**src/rtl/mult_div_seq.sv**
```systemverilog
// mult_div_seq: sequential multiply/divide unit, one result bit per clock.
//   Multiply is a shift-add on operand magnitudes. Divide is a restoring
//   division on magnitudes. A final FIX cycle applies the signs for the
//   signed ops.
// Ports:
//   clk, reset      rising-edge clock, asynchronous active-high reset
//   start           request, sampled only in IDLE
//   op[1:0]         00 mult, 01 multu, 10 div, 11 divu
//   a, b            multiplicand/dividend, multiplier/divisor
//   busy            high in RUN and FIX
//   done            one-cycle pulse with the result valid
//   div_zero        pulse coincident with done on a divide by zero
//   hi, lo          {product} or {remainder, quotient}; held until next start
module mult_div_seq #(
  parameter int WIDTH = 32
) (
  input  logic             clk,
  input  logic             reset,
  input  logic             start,
  input  logic [1:0]       op,
  input  logic [WIDTH-1:0] a,
  input  logic [WIDTH-1:0] b,
  output logic             busy,
  output logic             done,
  output logic             div_zero,
  output logic [WIDTH-1:0] hi,
  output logic [WIDTH-1:0] lo
);

  localparam int CW = $clog2(WIDTH + 1);

  typedef enum logic [1:0] {IDLE, RUN, FIX, DONE} state_t;

  state_t           r_state;
  logic [CW-1:0]    r_cnt;
  logic [WIDTH-1:0] r_mag_b;   // multiplicand / divisor magnitude
  logic             r_is_div;
  logic             r_signed;
  logic             r_neg_q;   // operand signs differ
  logic             r_neg_r;   // dividend negative

  // Operand sign/magnitude, computed from the live inputs at the accepting edge
  logic             w_a_neg, w_b_neg;
  logic [WIDTH-1:0] w_a_mag, w_b_mag;

  assign w_a_neg = ~op[0] & a[WIDTH-1];
  assign w_b_neg = ~op[0] & b[WIDTH-1];
  assign w_a_mag = w_a_neg ? (~a + 1'b1) : a;
  assign w_b_mag = w_b_neg ? (~b + 1'b1) : b;

  // Multiply step: {hi,lo} shifts right; lo[0] is the current multiplier bit.
  logic [WIDTH:0]   w_sum;
  assign w_sum = {1'b0, hi} + (lo[0] ? {1'b0, r_mag_b} : '0);

  // Divide step: partial remainder in hi, dividend shifting out of lo while
  // quotient bits shift in. The remainder stays below the divisor, so the
  // shifted value fits WIDTH+1 bits and the top bit of the difference is
  // the borrow.
  logic [WIDTH:0]   w_shift, w_diff;
  logic             w_ge;
  assign w_shift = {hi, lo[WIDTH-1]};
  assign w_diff  = w_shift - {1'b0, r_mag_b};
  assign w_ge    = ~w_diff[WIDTH];

  logic [2*WIDTH-1:0] w_prod_neg;
  assign w_prod_neg = ~{hi, lo} + 1'b1;

  always_ff @(posedge clk or posedge reset) begin
    if (reset) begin
      r_state  <= IDLE;
      r_cnt    <= '0;
      r_mag_b  <= '0;
      r_is_div <= 1'b0;
      r_signed <= 1'b0;
      r_neg_q  <= 1'b0;
      r_neg_r  <= 1'b0;
      busy     <= 1'b0;
      done     <= 1'b0;
      div_zero <= 1'b0;
      hi       <= '0;
      lo       <= '0;
    end else begin
      case (r_state)
        IDLE: begin
          done     <= 1'b0;
          div_zero <= 1'b0;
          if (start) begin
            if (op[1] && (b == '0)) begin
              // Divide by zero: report straight away, no iterations
              r_state  <= DONE;
              done     <= 1'b1;
              div_zero <= 1'b1;
              hi       <= a;
              lo       <= '1;
            end else begin
              r_state  <= RUN;
              busy     <= 1'b1;
              r_cnt    <= '0;
              r_mag_b  <= w_b_mag;
              r_is_div <= op[1];
              r_signed <= ~op[0];
              r_neg_q  <= w_a_neg ^ w_b_neg;
              r_neg_r  <= w_a_neg;
              hi       <= '0;
              lo       <= w_a_mag;
            end
          end
        end

        RUN: begin
          if (r_is_div) begin
            hi <= w_ge ? w_diff[WIDTH-1:0] : w_shift[WIDTH-1:0];
            lo <= {lo[WIDTH-2:0], w_ge};
          end else begin
            hi <= w_sum[WIDTH:1];
            lo <= {w_sum[0], lo[WIDTH-1:1]};
          end
          r_cnt <= r_cnt + 1'b1;
          if (r_cnt == CW'(WIDTH - 1))
            r_state <= FIX;
        end

        FIX: begin
          if (r_signed) begin
            if (r_is_div) begin
              if (r_neg_q) lo <= ~lo + 1'b1;
              if (r_neg_r) hi <= ~hi + 1'b1;
            end else if (r_neg_q) begin
              {hi, lo} <= w_prod_neg;
            end
          end
          r_state <= DONE;
          busy    <= 1'b0;
          done    <= 1'b1;
        end

        DONE: begin
          r_state  <= IDLE;
          done     <= 1'b0;
          div_zero <= 1'b0;
        end

        default: r_state <= IDLE;
      endcase
    end
  end

endmodule

```
**config.mk**
```make
export PLATFORM = sky130hd
export DESIGN_NAME = mult_div_seq
export DESIGN_NICKNAME = d
export VERILOG_FILES = /design/src/rtl/mult_div_seq.sv
export SDC_FILE = /design/constraint.sdc
export NUM_CORES = 1
export LEC_CHECK = 0
export CAP_MARGIN = 20
export CORE_MARGIN = 2
export CORE_UTILIZATION = 53
export DETAILED_ROUTE_END_ITERATION = 10
export GPL_TIMING_DRIVEN = 0
export PLACE_DENSITY = 0.85
export SLEW_MARGIN = 0
export SYNTH_ARGS = -nofsm -noshare
export SYNTH_HDL_FRONTEND = slang
export SYNTH_SLANG_ARGS = --single-unit
```
**constraint.sdc**
```tcl
create_clock -name clk -period 3.6 [get_ports clk]
set_input_delay 0.36 -clock clk [delete_from_list [all_inputs] [get_ports clk]]
set_output_delay 0.36 -clock clk [all_outputs]
set_load 0.01 [all_outputs]
```
Word-level counts from Yosys, hierarchy flattened
Index checks and enable logic that the tools add are counted.

Register bits after elaboration: 111. Input port bits: 69. Output and inout port bits: 67. Word-level logic and storage cells: 90.

Add/subtract/negate cells: 8. Eq/ne operators: 11. Muxes and demuxes: 34. Bitwise logic cells: 11. Reduce and logical (&&, ||, !) cells: 14.

Operators by type and width (count): 32-bit 2-to-1 mux (18); 32-bit one-hot mux with 3 select lines (2); 32-bit by 1-bit adder with 32-bit output, second input constant (4); 32-bit NOT (4); 64-bit by 1-bit adder with 64-bit output, second input constant (1); 64-bit NOT (1); 32-bit by 32-bit adder with 33-bit output (1); 33-bit by 32-bit subtractor with 33-bit output (1); 32-bit zero test (1); 6-bit 2-to-1 mux (2); 6-bit one-hot mux with 2 select lines (1); 2-bit != test, second input constant (5); 3-bit AND reduction (3); 2-bit one-hot mux with 4 select lines (1); 6-bit by 1-bit adder with 6-bit output, second input constant (1); 6-bit by 5-bit equality test with 1-bit output, second input constant (1); 2-bit 2-to-1 mux (3); 3-bit != test, second input constant (2); 2-bit nonzero test (3); 3-bit nonzero test (2); 5-bit AND reduction (1); 2-bit equality test, second input constant (2); 1-bit 2-to-1 mux (4); 1-bit one-hot mux with 2 select lines (2); 9 further kinds (12).

Logic depth before layout (Yosys ltp)
Word-level depth: 6. Gate-level depth with buffers: 16. Mapped depth without buffers: 14.

Least setup slack after synthesis
Ideal clock, no wire load.

Path kind: flip-flop to flip-flop. Start point: register lo[0]. End point: register hi[22]. Library setup time: 0.121 ns. Arrival time: 3.333 ns. Required time: 3.479 ns. Path slack: 0.145 ns. Cell stages (with the launch flop): 16. Path buffers: 3. Clock period less this slack: 3.455 ns. Cell sequence: dfrtp_1 > clkbuf_1 > inv_1 > clkbuf_1 > ha_1 > nor3b_1 > and3b_1 > nand4_1 > o31ai_2 > nand2b_1 > clkbuf_1 > nor2_1 > xnor2_1 > a221oi_1 > o21ai_0 > o22a_1.

Longest elaborated chain between the ends: 6. Elaborated cells on any way between the ends: 9. Those cells by class: 2 x add/sub; 6 x mux; 1 x bitwise.

Ends and longest elaborated chain: start, declared (RTL line 27) `output logic [WIDTH-1:0] lo`; start signal, assigned (RTL line 105) `lo <= w_a_mag;`; start signal, assigned (RTL line 113) `lo <= {lo[WIDTH-2:0], w_ge};`; start signal, assigned (RTL line 116) `lo <= {w_sum[0], lo[WIDTH-1:1]};`; 64-bit NOT (RTL line 66) `assign w_prod_neg = ~{hi, lo} + 1'b1;`; 64-bit by 1-bit adder with 64-bit output (RTL line 66); 32-bit 2-to-1 mux (RTL line 128) `end else if (r_neg_q) begin`; 32-bit 2-to-1 mux (RTL line 125) `if (r_is_div) begin`; 32-bit 2-to-1 mux (RTL line 124) `if (r_signed) begin`; 32-bit one-hot mux with 3 select lines (*) (RTL line 83) `case (r_state)`; end signal, assigned (RTL line 115) `hi <= w_sum[WIDTH:1];`; end signal, assigned (RTL line 127) `if (r_neg_r) hi <= ~hi + 1'b1;`; end signal, assigned (RTL line 129) `{hi, lo} <= w_prod_neg;`; end, declared (RTL line 26) `output logic [WIDTH-1:0] hi,`.

Mark *: on every way between the ends. The rest lies on a longest branch, timed or not. The select of a mux whose other input is x is not followed. A chain may end at the register's enable or synchronous reset.

Worst setup path in the final report
Start point: register lo[31]. End point: register hi[26].

The elaborated chain is that of the path after synthesis.

==> impl_metrics.ini <==
[outcome]
outcome = complete, but fails checks
violations = negative setup slack

[setup_path]
end_kind = flip-flop
reg2reg_depth = 14
critical_path_arrival_ns = 3.94
cp_data_required_time_ns = 3.92
cp.depth = 14
path_buf_inv = 3
path_delay_family = compound AO/OA/AOI/OAI gates
slowest_delay_ns = 0.39
path_class = flip-flop to flip-flop
cp_max_fo = 10
crit_chain = inv_1 > ha_1 > fa_1 > nand2b_2 > a21oi_2 > o211ai_1 > a21oi_1 > nor2_1 > xnor2_2 > buf_6 > buf_6 > o211ai_1 > a31oi_2 > o221a_2
start_kind = flip-flop
cp_slowest_cell = fa_1

[synth]
syn_inst = 1666
synth_nets = 1811
yosysWarningCount = 0
synth_cell_types = 79
synth-seq-area-share = 0.223
syn_area_mm2 = 0.0124
synth_edf_count = 0
synth_seq_cells = 111
ys.flop_type = dfrtp_1
synthArstFlopShare = 1.00
syn_avg_cell_area_um2 = 7.46

[detailed_routing]
met3_length_mm = 4.43
wl_met2_mm = 21.5
drt_first_iter_violations = 1322
finalWirelength_mm = 47.0
wire_per_inst_um = 21.9
vias = 13900
drtAntennaViolNets = 0
dr.pass1.iters = 7
viasPerCell = 6.50
top_layer = met4
remaining_drc_errors = 0
drt-met1-wl_mm = 18.1

[sta]
maxSlewViolCount = 0
worst_pin_slew_ns = 0.981
finClkSkew_ns = 0.0131
max_freq_ghz = 0.276
final.period_utilization = 1.01
finalSetupViolCount = 2
maxSlewHeadroom = 0.346
finalWorstSetupSlack_ns = -0.0217
hold_ws_ns = 0.401
fin_crit_ns = 3.62
hold_viol = 0

[placed_design]
dpl.cell_count = 2120
numPortBuffers = 134
dp_hpwl_mm = 36.3
place_congestion = 1.01

[floorplan]
die_h_um = 157
row_count = 56
core_area_mm2 = 0.0233
die_area_mm2 = 0.0247
boundaryPins = 136
start_util = 0.535
dieWidth_um = 157

[pwr]
p_total_uw = 16700
p_seq_frac = 0.169
powerDensity_mw_per_mm2 = 1130
switching_power_uw = 9280
power.share.clock = 0.064
p_leak_uw = 0.00601
p_int_uw = 7400
comb_power_share = 0.767
ir_drop_v = 0.000473
swShare = 0.556

[cts]
clock-sinks = 111
cts_max_level = 3
cts_buffers = 9
path_clk_slew_ns = 0.09
cts_tree = done
clock_latency_ns = 0.38
cts-hold-fix-buffers = 0
cts_buffer_depth = 2
clockRootBuffer = clkbuf_16

[grt]
gr-total-overflow = 0
track_usage = 0.374
grt_max_degree = 61
antenna_found_initial = 0
grt_pass1_vias = 13200
grt_pass1_wl_mm = 71.5

[layout]
fillerInstances = 2156
nets = 1961
area_growth_syn_to_layout_pct = 18.8
final_cells = 2141
layout-drive-gt1-share = 0.0675
utilization = 0.635

[min_path]
hold_path.class = primary input to asynchronous set/reset pin

[job]
drv_cap = 0
[path summary, 6_finish.rpt]
path,from,slack (ns),endpoint
max,lo[31],-0.02,hi[26]
min,reset,0.40,lo[7]
max reg2reg,lo[31],-0.02,hi[26]
min reg2reg,done,0.49,done
max in group asynchronous,reset,2.49,r_mag_b[22]
min in group clk,done,0.49,done
[worst register-to-register path: stages (launching register included)]
cell,delay [ns]
dfrtp_1,0.37
inv_1,0.11
ha_1,0.27
fa_1,0.39
nand2b_2,0.23
a21oi_2,0.21
o211ai_1,0.28
a21oi_1,0.25
nor2_1,0.11
xnor2_2,0.26
buf_6,0.22
buf_6,0.21
o211ai_1,0.16
a31oi_2,0.27
o221a_2,0.23
[logic make-up (layout without fill, tap and decap cells)]
family / after synthesis / count (layout) / synth area share
flip-flops: 111 / 111 / 0.223
other: 0 / 1 / 0
buffers and inverters: 154 / 309 / 0.0476
multiplexers: 57 / 57 / 0.0483
adder cells (fa/ha/maj): 76 / 76 / 0.0777
XOR/XNOR: 140 / 140 / 0.0986
AO/OA/AOI/OAI: 528 / 528 / 0.274
AND/OR/NAND/NOR: 600 / 600 / 0.230
[area by class of cell]
cell class	count	area (um2)	area share
buffer	83	363	0.0246
clock buffer	9	225	0.0152
multi-input combinational	1401	9240	0.626
timing repair buffer	146	1460	0.0986
antenna	1	2.50	0.000169
tap	319	399	0.0270
sequential	111	2780	0.188
inverter	64	245	0.0166
clock inverter	7	57.6	0.00390
[synthesized netlist by cell type (6+ instances only)]
cell type	count	share of area
o22ai_1	10	0.0050
a21o_1	29	0.018
inv_1	62	0.019
nor2_1	167	0.050
a32o_1	17	0.014
or4_1	15	0.0091
clkbuf_1	78	0.024
o311ai_0	15	0.011
nand4_1	18	0.0091
nor3_1	41	0.017
and3_1	7	0.0035
o221ai_1	10	0.0070
ha_1	74	0.074
mux2_2	24	0.022
nand2_1	196	0.059
nor4_1	21	0.011
a211oi_1	14	0.0085
buf_1	6	0.0018
dfrtp_1	111	0.22
nand2b_1	20	0.010
o41ai_1	11	0.0077
a221oi_1	16	0.011
a211o_1	7	0.0049
or3_1	10	0.0050
nor2b_1	11	0.0055
mux2i_1	33	0.027
a31oi_1	25	0.013
xnor2_1	86	0.061
o21a_1	8	0.0048
xor2_1	54	0.038
o211ai_1	19	0.011
o31ai_1	19	0.011
nand3_1	45	0.018
and2_1	11	0.0055
nand3b_1	8	0.0048
or2_2	7	0.0035
o21ai_0	135	0.054
a21oi_1	144	0.058
[cells in the final DEF (no fill, tap or decap), types with 39 or more instances in the layout]
master,netlist,routed
a21oi_1,144,139
nand3_1,45,45
clkbuf_1,78,63
dfrtp_1,111,106
clkdlybuf4s50_1,0,132
nor3_1,41,39
xor2_1,54,54
o21ai_0,135,132
nor2_1,167,166
xnor2_1,86,85
ha_1,74,74
nand2_1,196,196
inv_1,62,60
[power groups by stage]
stage / Sequential, uW / Combinational, uW / Clock, uW
final: 2820 / 12800 / 1060
after global routing: 2900 / 13800 / 1090
after CTS: 2770 / 12300 / 1040
after detailed placement: 2770 / 12100 / 0
after global placement: 2750 / 11900 / 0
after floorplan: 2620 / 8290 / 0
[per-layer routing]
metal  GRT usage  vias up
li1            -     6433
met4       0.226        0
met2       0.615      829
met5           0        -
met1       0.456     6460
met3      0.0697      197
[through the flow]
| step | instance area [um2] | setup TNS (ns) | setup WS [ns] |
|---|---|---|---|
| 6_report | 14800 | -0.0228 | -0.0217 |
| 4_1_cts | 14600 | 0 | 0.00626 |
| 3_3_place_gp | 14200 | -239.91 | -1.52 |
| 5_1_grt | 14800 | -0.103 | -0.0344 |
| 3_5_place_dp | 14200 | -83.35 | -1.19 |
| 2_1_floorplan | 12400 | 0 | 0.145 |
[repair_timing]
| action | 4_1_cts | 5_1_grt |
|---|---|---|
| gates resized for setup | 33 | 33 |
| cloned | 0 | 0 |
| setup endpoints to repair | 108 | 42 |
| setup buffers | 5 | 6 |
| pin swaps | 4 | 10 |
[flip-flops by register name, summed over array words and instances (netlist names)]
register and count:
lo 32, r_is_div 1, r_signed 1, r_state 2, div_zero 1, busy 1, hi 32, r_neg_r 1
r_cnt 6, r_neg_q 1, done 1, r_mag_b 32
No activity file was read; power rests on OpenSTA's default activity.
